--- src/rtl/alu_arbiter.sv ---
// alu_arbiter: round-robin sharing of one external ALU between two requesters.
// Define ALU_ARB_ERR_EN to answer reserved opcode 11 immediately with rsp_err instead of issuing it.
module alu_arbiter #(
    parameter int ALU_LAT = 1
) (
    input  logic       clk_i,
    input  logic       rst_ni,
    input  logic [1:0] req_valid_i,
    output logic [1:0] req_ready_o,
    input  logic [1:0] req0_op_i,
    input  logic [2:0] req0_a_i,
    input  logic [2:0] req0_b_i,
    input  logic [1:0] req1_op_i,
    input  logic [2:0] req1_a_i,
    input  logic [2:0] req1_b_i,
    output logic [1:0] alu_op_o,
    output logic [2:0] alu_a_o,
    output logic [2:0] alu_b_o,
    input  logic [4:0] alu_result_i,
    input  logic       alu_zero_i,
    input  logic       alu_neg_i,
    output logic       rsp_valid_o,
    input  logic       rsp_ready_i,
    output logic       rsp_id_o,
    output logic [4:0] rsp_result_o,
    output logic       rsp_zero_o,
    output logic       rsp_neg_o,
    output logic       rsp_err_o,
    output logic       busy_o
);
    typedef enum logic [1:0] {IDLE, EXEC, RESP} state_e;
    localparam logic [3:0] CNT_INIT = 4'(ALU_LAT - 1);

    state_e     state_q;
    logic       last_grant_q;
    logic [3:0] cnt_q;
    logic [1:0] alu_op_q;
    logic [2:0] alu_a_q, alu_b_q;
    logic       rsp_id_q, rsp_zero_q, rsp_neg_q, rsp_err_q;
    logic [4:0] rsp_result_q;
    logic [1:0] grant;
    logic       win, is_err;
    logic [1:0] win_op;
    logic [2:0] win_a, win_b;

    // On contention the requester that did not win last time goes first.
    assign grant  = (req_valid_i == 2'b11) ? (last_grant_q ? 2'b01 : 2'b10) : req_valid_i;
    assign win    = grant[1];
    assign win_op = win ? req1_op_i : req0_op_i;
    assign win_a  = win ? req1_a_i : req0_a_i;
    assign win_b  = win ? req1_b_i : req0_b_i;
`ifdef ALU_ARB_ERR_EN
    assign is_err = (win_op == 2'b11);
`else
    assign is_err = 1'b0;
`endif

    always_ff @(posedge clk_i or negedge rst_ni) begin
        if (!rst_ni) begin
            state_q      <= IDLE;
            last_grant_q <= 1'b1;
            cnt_q        <= '0;
            alu_op_q     <= '0;
            alu_a_q      <= '0;
            alu_b_q      <= '0;
            rsp_id_q     <= 1'b0;
            rsp_result_q <= '0;
            rsp_zero_q   <= 1'b0;
            rsp_neg_q    <= 1'b0;
            rsp_err_q    <= 1'b0;
        end else begin
            case (state_q)
                IDLE: if (grant != 2'b00) begin
                    rsp_id_q     <= win;
                    last_grant_q <= win;
                    if (is_err) begin
                        rsp_err_q    <= 1'b1;
                        rsp_result_q <= '0;
                        rsp_zero_q   <= 1'b0;
                        rsp_neg_q    <= 1'b0;
                        state_q      <= RESP;
                    end else begin
                        alu_op_q <= win_op;
                        alu_a_q  <= win_a;
                        alu_b_q  <= win_b;
                        cnt_q    <= CNT_INIT;
                        state_q  <= EXEC;
                    end
                end
                EXEC: if (cnt_q == '0) begin
                    rsp_result_q <= alu_result_i;
                    rsp_zero_q   <= alu_zero_i;
                    rsp_neg_q    <= alu_neg_i;
                    rsp_err_q    <= 1'b0;
                    state_q      <= RESP;
                end else begin
                    cnt_q <= cnt_q - 4'd1;
                end
                RESP: if (rsp_ready_i) state_q <= IDLE;
                default: state_q <= IDLE;
            endcase
        end
    end

    // Gating with rst_ni keeps req_ready low while reset is held.
    assign req_ready_o  = (state_q == IDLE && rst_ni) ? grant : 2'b00;
    assign alu_op_o     = alu_op_q;
    assign alu_a_o      = alu_a_q;
    assign alu_b_o      = alu_b_q;
    assign rsp_valid_o  = (state_q == RESP);
    assign rsp_id_o     = rsp_id_q;
    assign rsp_result_o = rsp_result_q;
    assign rsp_zero_o   = rsp_zero_q;
    assign rsp_neg_o    = rsp_neg_q;
    assign rsp_err_o    = rsp_err_q;
    assign busy_o       = (state_q != IDLE);
endmodule

--- config.mk ---
export PLATFORM = sky130hd
export DESIGN_NAME = alu_arbiter
export DESIGN_NICKNAME = d
export VERILOG_FILES = /design/src/rtl/alu_arbiter.sv
export SDC_FILE = /design/constraint.sdc
export NUM_CORES = 1
export LEC_CHECK = 0
export CAP_MARGIN = 20
export CORE_UTILIZATION = 30
export DETAILED_ROUTE_END_ITERATION = 8
export PLACE_DENSITY = 0.67
export SYNTH_ARGS = -nofsm -noshare
export SYNTH_HDL_FRONTEND = slang
export SYNTH_SLANG_ARGS = --single-unit
--- constraint.sdc ---
create_clock -name clk_i -period 2.1 [get_ports clk_i]
set_input_delay 0.21 -clock clk_i [delete_from_list [all_inputs] [get_ports clk_i]]
set_output_delay 0.21 -clock clk_i [all_outputs]
set_load 0.05 [all_outputs]
# Word-level counts from Yosys, hierarchy flattened
# Cells that the tools add are included.
[word_totals]
register_bits = 23
latchBits = 0
ramBits = 0
mem_bits_ro = 0
in_bits = 28
out_inout_bits = 21
wordCells = 41
memories = 0
[classes]
add_sub_neg = 1
mul = 0
n_div = 0
order_cmp = 0
eq_ne = 7
shift = 0
mux = 13
bitwise_logic = 0
reduce_logical = 10
[ops]
columns = ["op", "count"]
rows = [
  ["$mux 2", 7],
  ["$mux 4", 2],
  ["$pmux 4 s2", 1],
  ["$mux 3", 2],
  ["$ne 2x2->1 const B", 3],
  ["$pmux 2 s3", 1],
  ["$reduce_and 3->1", 2],
  ["$reduce_bool 2->1", 3],
  ["$eq 2x2->1 const B", 2],
  ["$logic_not 4->1", 1],
  ["$reduce_and 2->1", 2],
  ["$sub 4x1->4 const B", 1],
  ["$eq 2x1->1 const B", 1],
  ["$logic_not 2->1", 1],
  ["$ne 2x1->1 const B", 1],
  ["$logic_and 1x1->1", 1],
]

# Depth between registers and ports, before layout
# Gate-level depths: netlist (run 1).
[logic_depth]
ltp_word = 5
mapped_depth = 6
ltp_nobuf = 5

# Least setup slack after synthesis (run 1)
# OpenSTA, ideal clock, no wires.
[synth_path]
path_type = "register -> output"
from = "register state_q[0]"
to = "output req_ready_o[0]"
arrival_ps = 1364
required_time_ps = 1890
slack_ps = 526
path_stages_with_launch = 4
path_buffers = 0
path_cell_list = "dfrtp_1 -> nor2_1 -> nand2_1 -> nor2_1"
[synth_between]
elab_chain_cells = 3
[synth_lines]
columns = ["element", "line_no", "source"]
rows = [
  ["start, declared", "34", "state_e state_q;"],
  ["start signal, assigned", "60", "state_q <= IDLE;"],
  ["start signal, assigned", "81", "state_q <= RESP;"],
  ["start signal, assigned", "87", "state_q <= EXEC;"],
  ["$logic_not 2->1", "106", "assign req_ready_o = (state_q == IDLE && rst_ni) ? grant : 2'b00;"],
  ["$logic_and 1x1->1", "106", ""],
  ["$mux 2", "106", ""],
  ["end, declared", "9", "output logic [1:0] req_ready_o,"],
]
# No other way between the ends.

# Worst setup path after layout (run 1)
[layout_path]
from = "register state_q[0]"
to = "output rsp_valid_o"
[layout_between]
elab_chain_cells = 1
[layout_lines]
columns = ["element", "line_no", "source"]
rows = [
  ["$eq 2x2->1", "110", "assign rsp_valid_o = (state_q == RESP);"],
  ["end, declared", "22", "output logic rsp_valid_o,"],
]
# No other way between the ends.

==> results of run 1 <==
## registers in the layout, indices dropped and copies added (netlist names)
signal	cells
last_grant_q	1
alu_op_o	2
alu_b_o	3
rsp_neg_o	1
rsp_id_o	1
rsp_zero_o	1
alu_a_o	3
state_q	2
cnt_q	4
rsp_result_o	5
## power by group
group | leakage [nW] | total (mW) | switching, mW | internal (mW)
registers | 0.279 | 0.805 | 0.140 | 0.665
clock network | 0.0255 | 0.274 | 0.142 | 0.132
logic | 0.461 | 1.73 | 1.05 | 0.685
## metal layers
metal	global-route usage, %	wire length (microns)
met3	2.36	93
met5	0	0
met4	6.82	42
met1	16.5	1160
met2	24.2	1410
## per-stage QoR
step / power [mW] / std cells
6_report: 2.81 / 192
5_1_grt: 2.97 / 192
4_1_cts: 2.83 / 192
3_5_place_dp: 2.55 / 188
3_3_place_gp: 2.51 / 188
2_1_floorplan: 2.00 / 98
## logic make-up (layout without fill, tap and decap cells)
kind of cell | Yosys count | after routing
compound gates | 30 | 30
fa+ha+maj | 2 | 2
buf+inv | 12 | 60
flops | 23 | 23
mux | 17 | 17
other cells | 1 | 1
simple gates | 13 | 13
## Yosys cell counts, types with 2 or more instances
| master | count |
|---|---|
| buf_4 | 2 |
| nand2b_1 | 2 |
| mux2i_1 | 10 |
| ha_1 | 2 |
| dfrtp_1 | 22 |
| inv_1 | 7 |
| mux2_4 | 7 |
| o21ai_0 | 21 |
| nor2_1 | 4 |
## final cells by class
class | count | area (sq um) | area share [%]
clock buffers | 3 | 41.3 | 2.42
clock inverters | 1 | 5.00 | 0.294
inverters | 7 | 26.3 | 1.54
multi-input cells | 63 | 494 | 29.0
flip-flops and latches | 23 | 577 | 33.8
well taps | 46 | 57.6 | 3.38
repair buffers | 49 | 503 | 29.5
## worst paths after layout
| check | end | cells after the start | slack, ps | from |
|---|---|---|---|---|
| min reg2reg | rsp_id_o | 1 | 490 | rsp_id_o |
| max in group asynchronous | last_grant_q | 2 | 1460 | rst_ni |
| max | rsp_valid_o | 3 | 190 | state_q[0] |
| max reg2reg | rsp_result_o[0] | 5 | 350 | cnt_q[0] |
| min in group clk_i | rsp_id_o | 1 | 490 | rsp_id_o |
| min | alu_a_o[1] | 2 | 370 | rst_ni |
## worst register-to-register path, delay by kind of cell, from the launching register on
| family | cells | cell delay (ps) |
|---|---|---|
| buf+inv | 1 | 100 |
| fa+ha+maj | 1 | 190 |
| mux | 1 | 390 |
| flops | 1 | 410 |
| simple gates | 2 | 550 |
==> flow_metrics.tcl, run 1 <==
set metrics [dict create \
    status "complete, no violations" \
    die_y_microns 63.4 \
    worstPathRequired_ps 1890 \
    areaGrowthSynthToFinish_pct 50.5 \
    postRouteAntennaNets 0 \
    layout_commonest_cell "clkdlybuf4s50_1" \
    drt_iter0_markers 21 \
    critical_path.slowest_cell "clkdlybuf4s50_1" \
    postPlaceCellArea_sq_mm 0.00166 \
    tns_ps 0 \
    postCtsResizedCells 0 \
    start_util_pct 32.6 \
    synth-seq-cells 23 \
    grt_pass1_vias 908 \
    cap_violations 0 \
    num_antenna_cells 0 \
    fin_area_sq_mm 0.00170 \
    io_pins 49 \
    ys_top_cells_by_area "dfrtp_1, mux2_4, o21ai_0" \
    drive_gt1_share_pct 14.4 \
    grt_pass1_wl_microns 4270 \
    grt-ovfl-total 0 \
    power.density_mw_per_mm2 1650 \
    yosysWarnings 0 \
    clock-sinks 23 \
    die_w_microns 63.4 \
    critPathCaptureType "output pin" \
    setup_viol_count_final 0 \
    grt_max_degree 24 \
    grtUsageTotal_pct 14.0 \
    synth-simple-area-share_pct 7.96 \
    synth_cells 98 \
    leakagePower_nw 0.766 \
    netlist_area_sq_mm 0.00113 \
    synthAdderAreaFrac_pct 2.21 \
    postLayoutCoreUtil_pct 49.1 \
    slew_violations 0 \
    finalHoldViolCount 0 \
    worst-path-buf-inv 2 \
    ir_drop_mv 0.800 \
    place_ws_ps 351 \
    post_cts_buffers 0 \
    synth_cell_types 30 \
    core_area_sq_mm 0.00347 \
    fin_skew_ps 6.76 \
    clk_latency_ps 270 \
    start_kind "register" \
    nets 177 \
    hpwlAfterDp_microns 2020 \
    setup_slack_ps 185 \
    finalCritPeriodShare_pct 91.2 \
    slew_headroom_pct 54.3 \
    fill_cells 333 \
    yosys.area.top_type "dfrtp_1" \
    cts_buffers 3 \
    worst_ep_arrival_time_ps 1700 \
    synth_top_family_by_area "multiplexers" \
    routedWlPerCell_microns 14.0 \
    synth_compound_area_share_pct 15.0 \
    fp.dieArea_sq_mm 0.00402 \
    cp_cell_sequence "nand2b_1, inv_1, clkdlybuf4s50_1" \
    final_cell_mix "clkdlybuf4s50_1, dfrtp_1, o21ai_0, mux2i_1" \
    synth_edf_count 0 \
    wl_microns 2700 \
    synth_mux_area_share_pct 18.1 \
    port_buffers 47 \
    hold_class "in -> async" \
    cts_hold_buf 0 \
    period_needed_ps 1910 \
    syn-num-nets 128 \
    num_rows 21 \
    viasPerCell 4.72 \
    first_pass_iters 6 \
    antenna_found_initial 0 \
    h-tree-depth 1 \
    async_flop_share_pct 100 \
    clk_pin_slew_ps 80 \
    worstSetupPathType "reg -> out" \
    cts_buffer_depth 2 \
    netlist.area_leader.share_pct 48.6 \
    synth_xor_area_share_pct 0 \
    hold_slack_ps 368 \
    cts_tree "done" \
    avgSynthCellArea_sq_um 11.6 \
    rsz0062_at_grt "no" \
    synth_flop_cell "dfrtp_1" \
    vias 906 \
    fmax_ghz 0.522 \
    synth_seq_area_share_pct 50.9 \
    max_stage_delay_ps 790 \
    clock-root-buffer "clkbuf_8" \
    worstMarginPinSlew_ps 680 \
    crit_family "buffers and inverters" \
    cp_max_fo 3 \
    finalWeightedCongestion 0.757 \
    drc_errors 0 \
]
(Power assumes the default switching activity.)
==> inputs of run 2 (changes only) <==
--- a/config.mk
+++ b/config.mk
@@ -7,7 +7,9 @@
 export LEC_CHECK = 0
 export CAP_MARGIN = 20
 export CORE_UTILIZATION = 30
+export CTS_CLUSTER_SIZE = 14
 export DETAILED_ROUTE_END_ITERATION = 8
+export MAX_ROUTING_LAYER = met4
 export PLACE_DENSITY = 0.67
 export SYNTH_ARGS = -nofsm -noshare
 export SYNTH_HDL_FRONTEND = slang
==> flow_metrics.tcl, run 2 (synthesis gave the netlist of run 1 again) <==
set metrics [dict create \
    status "complete, no violations" \
    layout_commonest_cell "clkdlybuf4s50_1" \
    largest_reg_flops 5 \
    clock-sinks 23 \
    hold_class "in -> async" \
    worstMarginPinSlew_ps 683 \
    ir_drop_mv 0.800 \
    post_cts_buffers 0 \
    setup_viol_count_final 0 \
    drc_errors 0 \
    clkPwrFrac_pct 9.7 \
    start_util_pct 32.6 \
    slew_violations 0 \
    cts_buffer_depth 2 \
    grt_util_met2_pct 24.2 \
    timing.rr.start "cnt_q[0]" \
    port_buffers 47 \
    die_y_microns 63.4 \
    seqPwrFrac_pct 28.6 \
    num_antenna_cells 0 \
    viasPerCell 4.71 \
    clk_latency_ps 260 \
    fmax_ghz 0.522 \
    fin_skew_ps 6.99 \
    leakagePower_nw 0.766 \
    postRouteAntennaNets 0 \
    worstPathRequired_ps 1890 \
    clk_pin_slew_ps 80 \
    first_pass_iters 5 \
    hpwlAfterDp_microns 2020 \
    p_switching_mw 1.33 \
    wl_microns 2680 \
    cts_tree "done" \
    clock-root-buffer "clkbuf_8" \
    p_int_mw 1.48 \
    drive_gt1_share_pct 14.4 \
    slew_headroom_pct 54.1 \
    worst_ep_arrival_time_ps 1700 \
    met1_usage_pct 16.9 \
    ff2ff_setup_slack_ps 350 \
    cp_max_fo 3 \
    grtUsageTotal_pct 14.4 \
    power_frac_comb_pct 61.6 \
    top_usage_layer "met2" \
    postCtsResizedCells 0 \
    final_cell_mix "clkdlybuf4s50_1, dfrtp_1, o21ai_0, mux2i_1" \
    finalHoldViolCount 0 \
    r2r_end "rsp_result_o[0]" \
    nets 177 \
    start_kind "register" \
    rr_worst_depth 5 \
    cap_violations 0 \
    cts_hold_buf 0 \
    num_rows 21 \
    cp-startpoint "state_q[0]" \
    period_needed_ps 1910 \
    h-tree-depth 1 \
    routedWlPerCell_microns 14.0 \
    power.density_mw_per_mm2 1650 \
    finalCritPeriodShare_pct 91.2 \
    core_area_sq_mm 0.00347 \
    fp.dieArea_sq_mm 0.00402 \
    grt_pass1_wl_microns 4260 \
    rsz0062_at_grt "no" \
    grt.met3_usage_pct 1.99 \
    grt_pass1_vias 912 \
    sw_frac_of_total_pct 47.3 \
    grt_max_degree 24 \
    die_w_microns 63.4 \
    finalWeightedCongestion 0.767 \
    worstSetupPathType "reg -> out" \
    vias 904 \
    io_pins 49 \
    areaGrowthSynthToFinish_pct 50.5 \
    hold_slack_ps 367 \
    cts_buffers 3 \
    critPathCaptureType "output pin" \
    grt-ovfl-total 0 \
    drt_iter0_markers 20 \
    antenna_found_initial 0 \
    crit_end "rsp_valid_o" \
    tns_ps 0 \
]
run 2: cell counts in the layout (fill, tap and decap cells not counted):
Identical to the previous run, type by type.
run 2: worst min path at each step:
| stage | slack [ps] | to | depth (start not counted) |
|---|---|---|---|
| floorplan | -90 | alu_a_o[0] | 0 |
| global placement | 480 | rsp_id_o | 1 |
| detailed placement | 480 | rsp_id_o | 1 |
| CTS | 400 | cnt_q[2] | 2 |
| global route | 410 | cnt_q[2] | 2 |
| finish | 370 | alu_a_o[1] | 2 |
run 2: area by class of cell:
class,instances,area [sq um]
clock inverters,1,5.00
repair buffers,49,503
inverters,7,26.3
well taps,46,57.6
fillers,333,1760
clock buffers,3,41.3
flip-flops and latches,23,577
multi-input cells,63,494
run 2: layer usage:
metal / wire (microns) / share of wire, %
met1: 1140 / 42
met5: 0 / 0
met2: 1420 / 53
met3: 83 / 3.1
met4: 44 / 1.6
run 2: power groups by stage:
| stage | clock network (mW) | registers [mW] | logic [mW] |
|---|---|---|---|
| after floorplan | 0 | 1.33 | 0.673 |
| after global placement | 0 | 0.805 | 1.71 |
| after detailed placement | 0 | 0.814 | 1.73 |
| after CTS | 0.279 | 0.807 | 1.74 |
| after global routing | 0.295 | 0.835 | 1.84 |
| final | 0.273 | 0.805 | 1.73 |
run 2: critical path, stage by stage (launching register included):
cell and delay (ps):
dfrtp_1 420, nand2b_1 170, inv_1 50, clkdlybuf4s50_1 790
run 2: metrics by stage:
stage	total power, mW	utilization, %	instance area, sq um	std cells	worst slack (ps)
floorplan	2.00	-	1130	98	526
global placement	2.51	47.8	1660	188	414
detailed placement	2.55	47.8	1660	188	351
CTS	2.83	49.1	1700	192	176
global route	2.97	49.1	1700	192	137
finish	2.81	49.1	1700	192	185
==> inputs of run 3 (changes only) <==
--- a/config.mk
+++ b/config.mk
@@ -6,11 +6,13 @@
 export NUM_CORES = 1
 export LEC_CHECK = 0
 export CAP_MARGIN = 20
+export CORE_ASPECT_RATIO = 0.6
 export CORE_UTILIZATION = 30
 export CTS_CLUSTER_SIZE = 14
 export DETAILED_ROUTE_END_ITERATION = 8
 export MAX_ROUTING_LAYER = met4
 export PLACE_DENSITY = 0.67
+export SLEW_MARGIN = 30
 export SYNTH_ARGS = -nofsm -noshare
 export SYNTH_HDL_FRONTEND = slang
 export SYNTH_SLANG_ARGS = --single-unit
==> flow_metrics.tcl, run 3 (synthesis gave the netlist of run 1 again) <==
set metrics [dict create \
    status "complete, no violations" \
    worstMarginPinSlew_ps 755 \
    fill_cells 305 \
    final-seq-area_sq_um 577 \
    grt-ovfl-total 0 \
    hpwlAfterDp_microns 1940 \
    fp.dieArea_sq_mm 0.00403 \
    top_usage_layer "met2" \
    multi_input_area_sq_um 494 \
    start_kind "register" \
    period_needed_ps 1920 \
    ir_drop_mv 0.774 \
    areaGrowthSynthToFinish_pct 51.7 \
    h-tree-depth 1 \
    worst_ep_arrival_time_ps 1710 \
    cts_buffers 3 \
    cp_max_fo 3 \
    power.density_mw_per_mm2 1650 \
    drive_gt1_share_pct 14.3 \
    hold_slack_ps 346 \
    clk_pin_slew_ps 80 \
    setup_viol_count_final 0 \
    antenna_found_initial 0 \
    grt_max_degree 24 \
    clock-root-buffer "clkbuf_8" \
    slew_headroom_pct 49.3 \
    routedWlPerCell_microns 13.5 \
    grt.met3_usage_pct 8.70 \
    port_buffers 47 \
    leakagePower_nw 0.773 \
    die_y_microns 49.6 \
    die_w_microns 81.3 \
    fmax_ghz 0.520 \
    hold_class "in -> async" \
    io_pins 49 \
    seqPwrFrac_pct 28.3 \
    p_int_mw 1.50 \
    final_cell_mix "clkdlybuf4s50_1, dfrtp_1, o21ai_0, mux2i_1" \
    viasPerCell 4.70 \
    cap_violations 0 \
    grt_pass1_vias 955 \
    grt_pass1_wl_microns 4390 \
    place_ws_ps 319 \
    met1_usage_pct 17.5 \
    postCtsResizedCells 0 \
    drc_errors 0 \
    worstPathRequired_ps 1890 \
    fin_skew_ps 5.05 \
    nets 178 \
    first_pass_iters 4 \
    sw_frac_of_total_pct 47.0 \
    finalCritPeriodShare_pct 91.5 \
    finalHoldViolCount 0 \
    start_util_pct 33.1 \
    clock-sinks 23 \
    cts_hold_buf 0 \
    num_rows 16 \
    rsz0062_at_grt "no" \
    core_area_sq_mm 0.00342 \
    clkPwrFrac_pct 9.8 \
    slew_violations 0 \
    grt_util_met2_pct 23.2 \
    setup_slack_ps 179 \
    clk_latency_ps 260 \
    power_frac_comb_pct 61.9 \
    grtUsageTotal_pct 15.1 \
    layout_commonest_cell "clkdlybuf4s50_1" \
    wl_microns 2590 \
    tns_ps 0 \
    post_cts_buffers 0 \
    finalWeightedCongestion 0.681 \
    largest_reg_flops 5 \
    cts_tree "done" \
    worstSetupPathType "reg -> out" \
    critPathCaptureType "output pin" \
    postRouteAntennaNets 0 \
    power.total_mw 2.83 \
    cts_buffer_depth 2 \
    vias 903 \
    num_antenna_cells 0 \
    drt_iter0_markers 25 \
    p_switching_mw 1.33 \
]
-- run 3: critical path, stage by stage, from the launching register on --
cell,delay (ps)
dfrtp_1,420
nand2b_1,170
inv_1,50
clkdlybuf4s50_1,800
-- run 3: final cells by class --
type,count,area share [%]
sequential,23,33.6
tap,45,3.28
timing repair buffer,50,30.0
multi-input combinational,63,28.8
inverter,7,1.53
clock buffer,3,2.40
clock inverter,1,0.437
-- run 3: layer usage --
layer / wire (microns) / vias to the layer above
met5: 0 / -
met4: 0 / 0
met3: 309 / 0
li1: - / 439
met2: 1080 / 47
met1: 1210 / 417
-- run 3: worst paths after layout --
kind / depth (start not counted) / endpoint / startpoint / slack (ps)
setup / recovery: 3 / rsp_valid_o / state_q[0] / 180
hold / removal: 2 / rsp_id_o / rst_ni / 350
setup reg to reg: 5 / rsp_neg_o / cnt_q[0] / 300
hold reg to reg: 1 / rsp_id_o / rsp_id_o / 500
max in group asynchronous: 2 / last_grant_q / rst_ni / 1480
min in group clk_i: 1 / rsp_id_o / rsp_id_o / 500
-- run 3: power by group through the flow --
stage / sequential [mW] / combinational (mW) / clock, mW
CTS: 0.799 / 1.76 / 0.290
detailed placement: 0.806 / 1.76 / 0
finish: 0.800 / 1.75 / 0.279
floorplan: 1.33 / 0.673 / 0
global route: 0.831 / 1.88 / 0.311
global placement: 0.798 / 1.73 / 0
-- run 3: stage by stage --
stage | cell area [sq um] | utilization, % | instances
global route | 1720 | 50.2 | 192
CTS | 1720 | 50.1 | 192
floorplan | 1130 | - | 98
detailed placement | 1670 | 48.7 | 188
finish | 1720 | 50.2 | 192
global placement | 1670 | 48.7 | 188
